**src/rtl/adder_cg_ctrl_if.sv**
```systemverilog
// Operand and clock-gate status bundle between the operand source and adder_cg_ctrl.
// The master modport is the operand source; the slave modport is the controller.
interface adder_cg_ctrl_if #(
    parameter int unsigned WIDTH = 16,
    parameter int unsigned CNT_W = 16
) ();
    logic [WIDTH-1:0] a_in;
    logic [WIDTH-1:0] b_in;
    logic             carry_in;
    logic             force_on;
    logic             cnt_clr;
    logic             cg;
    logic             gated_clk;
    logic             op_ready;
    logic [1:0]       cg_state;
    logic [CNT_W-1:0] gated_cycles;

    modport master (
        output a_in, b_in, carry_in, force_on, cnt_clr,
        input  cg, gated_clk, op_ready, cg_state, gated_cycles
    );

    modport slave (
        input  a_in, b_in, carry_in, force_on, cnt_clr,
        output cg, gated_clk, op_ready, cg_state, gated_cycles
    );
endinterface

```
**src/rtl/adder_cg_ctrl.sv**
```systemverilog
// Clock-gating controller for the upper adder segment: gates the MSB clock after a run of
// provably-zero cycles. Define CG_ICG_EN for a latch-based glitch-free gate on gated_clk.
module adder_cg_ctrl #(
    parameter int unsigned WIDTH       = 16,
    parameter int unsigned SEG         = 8,
    parameter int unsigned IDLE_CYCLES = 4,
    parameter int unsigned WAKE_CYCLES = 2,
    parameter int unsigned CNT_W       = 16
) (
    input  logic           clk,
    input  logic           reset,
    adder_cg_ctrl_if.slave bus
);
    localparam int unsigned IdleW = $clog2(IDLE_CYCLES + 1);
    localparam int unsigned WakeW = $clog2(WAKE_CYCLES + 1);
    localparam logic [IdleW-1:0] IdleMax = IdleW'(IDLE_CYCLES - 1);
    localparam logic [WakeW-1:0] WakeMax = WakeW'(WAKE_CYCLES - 1);

    typedef enum logic [1:0] {
        StOn    = 2'd0,
        StGated = 2'd1,
        StWake  = 2'd2
    } state_e;

    state_e           state_q, state_d;
    logic [IdleW-1:0] idle_q, idle_d;
    logic [WakeW-1:0] wake_q, wake_d;
    logic [CNT_W-1:0] gcnt_q, gcnt_d;
    logic             cg_q;
    logic             op_ready;
    logic             need;
    logic [SEG:0]     low_sum;

    // Upper byte is needed if either operand has upper bits set or the lower segment carries out.
    assign low_sum = {1'b0, bus.a_in[SEG-1:0]} + {1'b0, bus.b_in[SEG-1:0]}
                   + {{SEG{1'b0}}, bus.carry_in};
    assign need = (|bus.a_in[WIDTH-1:SEG]) | (|bus.b_in[WIDTH-1:SEG])
                | (low_sum >= {1'b1, {SEG{1'b0}}});

    always_comb begin
        state_d  = state_q;
        idle_d   = idle_q;
        wake_d   = wake_q;
        op_ready = 1'b1;
        unique case (state_q)
            StOn: begin
                if (need || bus.force_on) begin
                    idle_d = '0;
                end else if (idle_q == IdleMax) begin
                    state_d = StGated;
                    idle_d  = '0;
                end else begin
                    idle_d = idle_q + 1'b1;
                end
            end
            StGated: begin
                if (need) begin
                    op_ready = 1'b0;
                end
                if (need || bus.force_on) begin
                    state_d = StWake;
                    wake_d  = '0;
                end
            end
            StWake: begin
                op_ready = 1'b0;
                if (wake_q == WakeMax) begin
                    state_d = StOn;
                    wake_d  = '0;
                end else begin
                    wake_d = wake_q + 1'b1;
                end
            end
            default: state_d = StOn;
        endcase
    end

    always_comb begin
        gcnt_d = gcnt_q;
        if (bus.cnt_clr) begin
            gcnt_d = '0;
        end else if (state_q == StGated && gcnt_q != '1) begin
            gcnt_d = gcnt_q + 1'b1;
        end
    end

    always_ff @(posedge clk or posedge reset) begin
        if (reset) begin
            state_q <= StOn;
            idle_q  <= '0;
            wake_q  <= '0;
            gcnt_q  <= '0;
            cg_q    <= 1'b1;
        end else begin
            state_q <= state_d;
            idle_q  <= idle_d;
            wake_q  <= wake_d;
            gcnt_q  <= gcnt_d;
            cg_q    <= (state_d != StGated);
        end
    end

    assign bus.cg           = cg_q;
    assign bus.op_ready     = op_ready;
    assign bus.cg_state     = state_q;
    assign bus.gated_cycles = gcnt_q;

`ifdef CG_ICG_EN
    logic en_lat;

    // Enable is frozen while clk is high so gated pulses are never truncated.
    always_latch begin
        if (!clk) begin
            en_lat = cg_q;
        end
    end

    assign bus.gated_clk = clk & en_lat;
`else
    assign bus.gated_clk = clk & cg_q;
`endif
endmodule
```
**src/flat_wrapper.sv**
```systemverilog
// flat-port wrapper written by rule: the top's interface ports become plain ports
module adder_cg_ctrl_flat 
#(
    parameter int unsigned WIDTH       = 16,
    parameter int unsigned SEG         = 8,
    parameter int unsigned IDLE_CYCLES = 4,
    parameter int unsigned WAKE_CYCLES = 2,
    parameter int unsigned CNT_W       = 16
)
  (clk, reset, bus_a_in, bus_b_in, bus_carry_in, bus_force_on, bus_cnt_clr, bus_cg, bus_gated_clk, bus_op_ready, bus_cg_state, bus_gated_cycles);
  adder_cg_ctrl_if #(.WIDTH(WIDTH), .CNT_W(CNT_W)) bus_i ();
  input  logic clk;
  input  logic reset;
  input wire logic [$bits(bus_i.a_in)-1:0] bus_a_in;
  input wire logic [$bits(bus_i.b_in)-1:0] bus_b_in;
  input wire logic [$bits(bus_i.carry_in)-1:0] bus_carry_in;
  input wire logic [$bits(bus_i.force_on)-1:0] bus_force_on;
  input wire logic [$bits(bus_i.cnt_clr)-1:0] bus_cnt_clr;
  output wire logic [$bits(bus_i.cg)-1:0] bus_cg;
  output wire logic [$bits(bus_i.gated_clk)-1:0] bus_gated_clk;
  output wire logic [$bits(bus_i.op_ready)-1:0] bus_op_ready;
  output wire logic [$bits(bus_i.cg_state)-1:0] bus_cg_state;
  output wire logic [$bits(bus_i.gated_cycles)-1:0] bus_gated_cycles;
  assign bus_i.a_in = bus_a_in;
  assign bus_i.b_in = bus_b_in;
  assign bus_i.carry_in = bus_carry_in;
  assign bus_i.force_on = bus_force_on;
  assign bus_i.cnt_clr = bus_cnt_clr;
  assign bus_cg = bus_i.cg;
  assign bus_gated_clk = bus_i.gated_clk;
  assign bus_op_ready = bus_i.op_ready;
  assign bus_cg_state = bus_i.cg_state;
  assign bus_gated_cycles = bus_i.gated_cycles;
  adder_cg_ctrl #(.WIDTH(WIDTH), .SEG(SEG), .IDLE_CYCLES(IDLE_CYCLES), .WAKE_CYCLES(WAKE_CYCLES), .CNT_W(CNT_W)) u_core (.clk(clk), .reset(reset), .bus(bus_i));
endmodule
```
**config.mk**
```make
export PLATFORM = sky130hd
export DESIGN_NAME = adder_cg_ctrl_flat
export DESIGN_NICKNAME = d
export VERILOG_FILES = /design/src/rtl/adder_cg_ctrl_if.sv /design/src/rtl/adder_cg_ctrl.sv /design/src/flat_wrapper.sv
export SDC_FILE = /design/constraint.sdc
export NUM_CORES = 1
export LEC_CHECK = 0
export BUFFER_PORTS_ARGS = -buffer_cell sky130_fd_sc_hd__buf_2
export CAP_MARGIN = 20
export CORE_UTILIZATION = 52
export DETAILED_ROUTE_END_ITERATION = 8
export GPL_TIMING_DRIVEN = 0
export PLACE_DENSITY = 0.91
export SYNTH_ARGS = -nofsm -noshare
export SYNTH_HDL_FRONTEND = slang
export SYNTH_SLANG_ARGS = --single-unit
```
**constraint.sdc**
```tcl
create_clock -name clk -period 4.9 [get_ports clk]
set_clock_uncertainty 0.2 [all_clocks]
set_input_delay 0.735 -clock clk [delete_from_list [all_inputs] [get_ports clk]]
set_output_delay 0.735 -clock clk [all_outputs]
set_load 0.01 [all_outputs]
```
==> metrics.txt, run 1 <==
Post-DRT Antenna Nets 0; DRT iter0 DRCs 43; Overflow after GRT 0; outcome finished clean; boundary pin count 58; top_reg_cell synth dfrtp_1; Skew-Pair Late Insertion Delay 440 ps; RR Startpoint u_core.bus.gated_cycles[0]; syn avg cell area 9.59 um2; CTS tree done; Worst Max-Slew Pin Slew around 880 ps; count of cell types in the netlist 39; drt pass-1 iters 4; VDD IR max ~0.25 mV; largest net degree at the start of global routing 25; hpwl dp 2670 um; power after layout 0.389 mW; Setup-failing EPs final 0; Worst EP arrival 2940 ps; most common cell after layout, fill and taps aside buf_2; slew margin rel. 41.0%; Initial Util a little under three fifths; Post-synth EDFFs 0; Vert. Die Dim 55.3 um; antenna violations before repair 0; WL per Instance 14.4 um; Worst-path clk slew 140 ps; num rows 18; post-synthesis sequential area ratio 40.8%; Final Hold Vio Count 0; area grow syn2layout 25.5%; Max Slew Vio Count 0; CP max FO 2; Mapped Cells 154; Vias/cell 5.92; Post-DP Area between 1500 and 2000 um2; RSZ-0062 raised after global routing false; Worst Path Required approximately 4000 ps; ratio of cells with drive above 1 in the final layout 32.7%; Core ar. 2590 um2; Die Width 55.3 um; total setup buffers inserted after CTS 0; Synth Cell Area 1480 um2; Hold Path Class in -> async; CP Class clk -> out; worst setup path startpoint clk; drc violations 0; Synth Warn # 0; PortBufs between 50 and 60; GRT Util Overall 24.6%; Filler Cell Count 182; most frequent cells in the layout buf_2, dfrtp_1, nor2_1; cts repair resizes 0; via count 1,463; total leakage power 0.881 nW; Post-Synthesis Net Count around 200; area of the die 3060 um2; Fin Setup TNS 0 ps; first-pass GRT wire length 5940 um; Post-synth ARST share between 90% and 100%; CP Capture Type output pin; vias in the first global route around 1,400; nets between 200 and 300; CP Launch Type clock port; Synth Register Bits 24; diodes inserted 0; Hold-fix buffers, CTS 0; Routability Congestion just over 0.8; Fin Hold WS about 260 ps; max-cap violation count 0; final WL approximately 3500 um; post-route cell area between 1500 and 2000 um2; pwr dens approximately 210 nW/um2
==> worst paths after layout <==
check / to / slack, ps / depth (start not counted)
max: bus_gated_clk / 1020 / 4
min: u_core.bus.gated_cycles[5] / 260 / 2
max reg2reg: u_core.bus.gated_cycles[4] / 2770 / 6
min reg2reg: u_core.idle_q[0] / 300 / 1
max in group asynchronous: u_core.bus.gated_cycles[4] / 3690 / 2
min in group clk: u_core.idle_q[0] / 300 / 1
==> power breakdown <==
group          internal (mW)  leakage [nW]  switching, mW  total (mW)
sequential             0.198         0.322     0.00000471       0.198
clock                 0.0821        0.0411         0.0768       0.159
combinational         0.0158         0.518         0.0166      0.0324
total                  0.296         0.881         0.0934       0.389
==> cell usage after synthesis, drive strengths merged, types with 2 or more instances <==
master,count,area share [%]
dfrtp,23,39
nor2,20,5.1
ha,10,8.5
xnor2,10,5.9
nand2,9,2.3
nand3,9,3.1
o21ai,8,2.7
a21oi,7,2.6
nand4,6,3.0
a211oi,5,2.5
nor3,5,2.0
and4,4,2.4
inv,4,1.0
nor4,4,2.7
xor2,3,1.8
a2111oi,2,2.0
and2,2,0.85
clkbuf,2,0.51
mux2i,2,1.4
nand2b,2,0.85
o31ai,2,1.0
or3,2,0.85
==> through the flow <==
stage,util (%),cells,setup slack (ps)
global route,71.5,247,999
detailed placement,69.3,240,1260
floorplan,-,154,1350
CTS,71.5,247,1010
global placement,69.3,240,1260
finish,71.5,247,1020
==> sequential cells by signal (all words and copies together), names as in the netlist <==
name                     flops
u_core.bus.cg_state          2
u_core.idle_q                3
u_core.wake_q                2
u_core.bus.gated_cycles     16
u_core.bus.cg                1
==> layout make-up <==
cell class	count	area, um2	share of cell area (%)
Clock buffer	8	63.8	3.44
Buffer	3	15.0	0.810
Multi-Input combinational cell	123	845	45.6
Inverter	4	15.0	0.810
Timing Repair Buffer	55	275	14.9
Sequential cell	24	602	32.5
Tap cell	30	37.5	2.03
==> routing by layer <==
| layer | wire length (um) | global-route usage [%] | vias up |
|---|---|---|---|
| met5 | 0 | 0 | - |
| li1 | - | - | 697 |
| met4 | 107 | 14.6 | 0 |
| met3 | 185 | 5.85 | 12 |
| met2 | 1750 | 40.6 | 65 |
| met1 | 1510 | 28.9 | 689 |
==> cells by family after synthesis <==
| kind of cell | after synthesis | synth area share, % |
|---|---|---|
| compound gates | 30 | 14.2 |
| simple gates | 68 | 25.4 |
| mux | 2 | 1.36 |
| buf+inv | 7 | 2.03 |
| flops | 24 | 40.8 |
| fa+ha+maj | 10 | 8.47 |
| xor+xnor | 13 | 7.71 |
==> critical path: stages <==
cell	delay, ps
clkbuf_4	110
clkbuf_4	120
and2_1	140
buf_2	130
No activity file was read; power rests on OpenSTA's default activity.
==> inputs of run 2 (changes only) <==
--- a/config.mk
+++ b/config.mk
@@ -7,10 +7,10 @@
 export LEC_CHECK = 0
 export BUFFER_PORTS_ARGS = -buffer_cell sky130_fd_sc_hd__buf_2
 export CAP_MARGIN = 20
-export CORE_UTILIZATION = 52
+export CORE_UTILIZATION = 43
 export DETAILED_ROUTE_END_ITERATION = 8
 export GPL_TIMING_DRIVEN = 0
-export PLACE_DENSITY = 0.91
+export PLACE_DENSITY = 0.81
 export SYNTH_ARGS = -nofsm -noshare
 export SYNTH_HDL_FRONTEND = slang
 export SYNTH_SLANG_ARGS = --single-unit
==> constraint.sdc (replaced) <==
create_clock -name clk -period 3.1 [get_ports clk]
set_clock_uncertainty 0.2 [all_clocks]
set_input_delay 0.465 -clock clk [delete_from_list [all_inputs] [get_ports clk]]
set_output_delay 0.465 -clock clk [all_outputs]
set_load 0.01 [all_outputs]
==> run 2 against run 1 <==
Effect of this change: the run now ends with hold timing left; worst hold slack worse by 270 ps; register-to-register slack worse by 1700 ps; non-clock buffer count stayed put; routed wire length is 9.0% lower; critical endpoint unchanged; via count is 4.2% lower; clock power is 43% higher; largest power group unchanged; global-route usage is 4.9 points lower; count of clock-buffer cells in the layout stayed put.
==> metrics.txt, run 2 (synthesized netlist as in run 1, its figures left out) <==
Hold-fix buffers, CTS 0 (unchanged); first-pass GRT wire length 5320 um (-10%); Filler Cell Count 281 (+54%); Vert. Die Dim 60.6 um (+9.6%); most frequent cells in the layout buf_2, dfrtp_1, nor2_1; post-route cell area 1860 um2 (+0.40%); Die Width 60.6 um (+9.6%); RSZ-0062 raised after global routing false; GRT Util Overall 19.7% (-4.9 points); PortBufs 56 (unchanged); Worst Path Required 2430 ps (-1530 ps); Hold Path Class in -> async; WL per Instance 12.4 um (-14%); Initial Util 46.8% (-10 points); drc violations 0 (unchanged); vias in the first global route 1,232 (-12%); nets 265 (unchanged); hpwl dp 2430 um (-8.9%); total leakage power 0.875 nW (-0.68%); Max Slew Vio Count 0 (unchanged); CP Class clk -> out; CP Launch Type clock port; largest net degree at the start of global routing 25 (unchanged); CP max FO 2 (unchanged); Final Core Density 59.0% (-13 points); Vias/cell 5.37 (-9.3%); area of the die 3670 um2 (+20%); Fin Setup TNS 0 ps (unchanged); Final Hold Vio Count 12 (+12); cts repair resizes 0 (unchanged); Core ar. 3150 um2 (+22%); ratio of cells with drive above 1 in the final layout 32.3% (-0.46 points); boundary pin count 58 (unchanged); VDD IR max 0.236 mV (-6.5%); total setup buffers inserted after CTS 0 (unchanged); diodes inserted 0 (unchanged); multi-input gate area in the final layout 845 um2 (unchanged); Post-DRT Antenna Nets 0 (unchanged); CP Capture Type output pin; slew margin rel. 41.1% (+0.14 points); pwr dens 316 nW/um2 (+51%); Reg area 602 um2 (unchanged); Skew-Pair Late Insertion Delay 430 ps (about the same); area grow syn2layout 26.0%; most common cell after layout, fill and taps aside buf_2; DRT iter0 DRCs 66 (+53%); CTS tree done; max-cap violation count 0 (unchanged); Worst EP arrival 2050 ps (-890 ps); num rows 20 (+2); Setup-failing EPs final 0 (unchanged); Routability Congestion 0.783 (-4.4%); Overflow after GRT 0 (unchanged); via count 1,402 (-4.2%); Worst Max-Slew Pin Slew 882 ps (-2.09 ps); max reg flops 16 (unchanged); failing checks hold timing; antenna violations before repair 0 (unchanged); drt pass-1 iters 4 (unchanged); Post-DP Area 1810 um2 (+0.98%); outcome finished, violations left; Fin Hold WS -5.06 ps (-266 ps); Worst-path clk slew 130 ps (about the same); final WL 3230 um (-9.0%)
-- run 2: cell counts in the layout (fill, tap and decap cells not counted) --
Identical to the previous run, type by type.
-- run 2: path summary, 6_finish.rpt --
check	slack, ps	cells after the start	to	startpoint
worst max register to register	1050	6	u_core.bus.gated_cycles[4]	u_core.bus.gated_cycles[0]
max in group asynchronous	2150	2	u_core.bus.gated_cycles[6]	reset
worst max-delay path	380	4	bus_gated_clk	clk
min in group clk	200	2	u_core.bus.gated_cycles[11]	bus_cnt_clr
worst min register to register	300	1	u_core.idle_q[0]	u_core.idle_q[0]
worst min-delay path	-5	2	u_core.bus.cg_state[1]	reset
-- run 2: final cells by class --
class	count	share of cell area, %
inverters	4	0.807
plain buffers	3	0.807
clock buffers	8	2.89
repair buffers	55	14.8
well taps	44	2.96
flip-flops and latches	24	32.3
multi-input cells	123	45.4
-- run 2: worst max-delay path, stage by stage --
cell and delay [ps]:
clkbuf_4 110, clkbuf_4 120, and2_1 140, buf_2 130
-- run 2: power by group --
group / switching, mW / internal (mW) / leakage (nW)
Sequential: 0.00000766 / 0.313 / 0.322
Combinational: 0.0242 / 0.0243 / 0.518
Clock: 0.119 / 0.109 / 0.0350
Total: 0.143 / 0.446 / 0.875
-- run 2: per-layer routing --
| layer | up-vias | part of all wire, % | GRT usage (%) | wire length, um |
|---|---|---|---|---|
| met3 | 5 | 4.2 | 5.54 | 135 |
| met1 | 661 | 47 | 26.2 | 1530 |
| met4 | 0 | 1.3 | 10.1 | 42 |
| li1 | 699 | - | - | - |
| met5 | - | 0 | 0 | 0 |
| met2 | 37 | 47 | 29.4 | 1520 |
-- run 2: stage by stage --
| stage | worst slack, ps | cells | total power, mW |
|---|---|---|---|
| floorplan | 720 | 154 | 0.358 |
| detailed placement | 633 | 254 | 0.396 |
| global route | 360 | 261 | 0.626 |
| finish | 385 | 261 | 0.589 |
| CTS | 377 | 261 | 0.599 |
| global placement | 633 | 254 | 0.395 |
==> inputs of run 3 (changes only) <==
--- a/config.mk
+++ b/config.mk
@@ -5,12 +5,13 @@
 export SDC_FILE = /design/constraint.sdc
 export NUM_CORES = 1
 export LEC_CHECK = 0
+export ABC_AREA = 1
 export BUFFER_PORTS_ARGS = -buffer_cell sky130_fd_sc_hd__buf_2
 export CAP_MARGIN = 20
-export CORE_UTILIZATION = 43
+export CORE_UTILIZATION = 45
 export DETAILED_ROUTE_END_ITERATION = 8
 export GPL_TIMING_DRIVEN = 0
-export PLACE_DENSITY = 0.81
+export PLACE_DENSITY = 0.82
 export SYNTH_ARGS = -nofsm -noshare
 export SYNTH_HDL_FRONTEND = slang
 export SYNTH_SLANG_ARGS = --single-unit
==> run 3 against run 2 <==
Effect of this change: the flow still finishes with violations (hold timing); register-to-register slack worse by 60 ps; sequential share of layout area is 3.1 points lower; cell count is 28% higher; count of clock-buffer cells in the layout is 1 lower; critical endpoint unchanged; largest cell class unchanged; highest routed layer unchanged.
==> metrics.txt, run 3 <==
antenna violations before repair 0 (unchanged); RR Startpoint u_core.bus.gated_cycles[0]; area grow syn2layout 25.2%; pwr dens 341 nW/um2 (+7.9%); Place WS 695 ps (+62.9 ps); hpwl dp 2940 um (+21%); Vert. Die Dim 62.4 um (+3.0%); Internal 0.530 mW (+19%); boundary pin count 58 (unchanged); Synth area leader dfrtp_1; Post-synth ARST share 100% (unchanged); flop-to-flop setup slack 990 ps (-60 ps); CP Launch Type clock port; power after layout 0.701 mW (+19%); CP max FO 2 (unchanged); syn avg cell area 7.33 um2 (-24%); VDD IR max 0.242 mV (+2.3%); Skew-Pair Late Insertion Delay 450 ps (+20 ps); Vias/cell 5.08 (-5.5%); Switching Fraction 24.5% (+0.23 points); Routability Congestion 0.902 (+15%); placed insts 326 (+28%); CP Capture Type output pin; Post-synth EDFFs 0 (unchanged); final WL 3930 um (+22%); drc violations 0 (unchanged); DRT iter0 DRCs 49 (-26%); Worst-path clk slew 150 ps (+20 ps); outcome finished, violations left; ratio of cells with drive above 1 in the final layout 30.0% (-2.3 points); R2R cell count 9 (+3); area of the die 3890 um2 (+6.0%); num rows 21 (+5.0%); GRT Util Overall 23.1% (+3.4 points); Max Slew Vio Count 0 (unchanged); Post-Synthesis Net Count 271 (+35%); final std cells w/o fill 333 (+28%); Initial Util 48.1% (+1.2 points); Synth Cell Area 1640 um2 (+11%); commonest cells in the netlist nand2_1, nor2_1, dfrtp_1, inv_1, nand3_1; PortBufs 56 (unchanged); Overflow after GRT 0 (unchanged); failing checks hold timing; CP Class clk -> out; Post-DP Area 1980 um2 (+9.3%); slew margin rel. 39.5% (-1.7 points); Synth Register Bits 24 (unchanged); sequential share of power 44.7% (-8.5 points); Yosys top cell area share 35.1% (-3.9 points); Fin Hold WS -16.4 ps (-11.3 ps); Die Width 62.4 um (+3.0%); Post-DRT Antenna Nets 0 (unchanged); worst setup path endpoint bus_gated_clk; sw power 0.172 mW (+20%); Synth Warn # 0 (unchanged); Final WS setup 444 ps (+59.4 ps); r2r endpoint u_core.bus.gated_cycles[1]; CTS tree done; largest net degree at the start of global routing 25 (unchanged); Worst Max-Slew Pin Slew 907 ps (+25.3 ps); Area contributors post-synth dfrtp_1, nand2_1, ha_1; Hold-fix buffers, CTS 0 (unchanged); nets 335 (+26%); RSZ-0062 raised after global routing false; count of cell types in the netlist 26 (-33%); Worst Path Required 2430 ps (about the same); vias in the first global route 1,643 (+33%); most frequent cells in the layout nand2_1, buf_2, nor2_1; total leakage power 1.07 nW (+22%); via count 1,691 (+21%); Setup-failing EPs final 0 (unchanged); clock power share 46.0% (+7.4 points); Final Hold Vio Count 14 (+2); total setup buffers inserted after CTS 0 (unchanged); most common cell after layout, fill and taps aside nand2_1; worst setup path startpoint clk; Fin Setup TNS 0 ps (unchanged); drt pass-1 iters 4 (unchanged); most numerous cell in the Yosys netlist nand2_1; cts repair resizes 0 (unchanged); Core ar. 3420 um2 (+8.3%); top_reg_cell synth dfrtp_1; post-synthesis sequential area ratio 36.7% (-4.1 points); post-route cell area 2050 um2 (+10%); Mapped Cells 224 (+45%); Worst EP arrival 1990 ps (-60 ps); max-cap violation count 0 (unchanged); diodes inserted 0 (unchanged); Hold Path Class in -> async; first-pass GRT wire length 6960 um (+31%); Comb pwr share 9.4% (+1.2 points); max reg flops 16 (unchanged); WL per Instance 11.8 um (-4.7%)
run 3: cell types whose count changed after synthesis, moves of 4 or more:
cell | before | now
nor2_1 | 20 | 31
and4_1 | 4 | 0
nand3_1 | 9 | 17
inv_2 | 0 | 5
xnor2_1 | 10 | 1
inv_1 | 4 | 21
o21ai_2 | 0 | 6
a211oi_1 | 5 | 0
xor2_1 | 3 | 7
nand2_1 | 9 | 63
run 3: layout make-up:
| class | count | area, um2 |
|---|---|---|
| Fill cell | 334 | 1360 |
| Multi-Input combinational cell | 171 | 922 |
| Sequential cell | 24 | 602 |
| Timing Repair Buffer | 55 | 275 |
| Inverter | 26 | 97.6 |
| Tap cell | 46 | 57.6 |
| Clock buffer | 7 | 50.0 |
| Clock inverter | 2 | 33.8 |
| Buffer | 2 | 16.3 |
run 3: routing by layer:
layer / part of all wire [%] / vias to the layer above / track usage (%)
met5: 0 / - / 0
met4: 2.8 / 0 / 17.2
met3: 4.7 / 11 / 4.38
met2: 47 / 56 / 37.5
met1: 45 / 775 / 27.0
li1: - / 849 / -
run 3: cell families (layout without fill, tap and decap cells):
family	count (synthesis)	in the layout	synth area share (%)
and+or+nand+nor	132	132	35.4
adders and majority gates	10	10	7.62
xor gates and xnor gates	8	8	4.27
AOI/OAI and AO/OA	21	21	8.92
DFF	24	24	36.7
buffers and inverters	29	92	7.16
run 3: power groups by stage:
stage	logic [mW]	registers (mW)	clock network [mW]
global placement	0.0638	0.319	0.0292
CTS	0.0666	0.313	0.330
global route	0.0771	0.313	0.345
finish	0.0657	0.313	0.322
detailed placement	0.0663	0.319	0.0292
floorplan	0.0349	0.319	0.0184
run 3: how the worst min path moves through the flow:
stage	startpoint	endpoint	slack (ps)	cells past startpoint
6_report	reset	u_core.bus.gated_cycles[15]	-20	2
5_1_grt	reset	u_core.bus.gated_cycles[11]	70	2
4_1_cts	reset	u_core.bus.gated_cycles[15]	20	2
3_5_place_dp	u_core.idle_q[1]	u_core.idle_q[1]	290	2
3_3_place_gp	u_core.idle_q[2]	u_core.idle_q[2]	270	2
2_1_floorplan	u_core.idle_q[2]	u_core.idle_q[2]	250	2
run 3: critical path: stages:
cell and delay [ps]:
clkbuf_4 110, clkbuf_4 120, nand2_1 50, inv_1 30, buf_2 120
run 3: through the flow:
step / hold slack [ps] / util, %
CTS: 18.9 / 60.1
detailed placement: 288 / 57.9
global placement: 275 / 57.9
global route: 70.7 / 60.1
floorplan: 253 / -
finish: -16.4 / 60.1
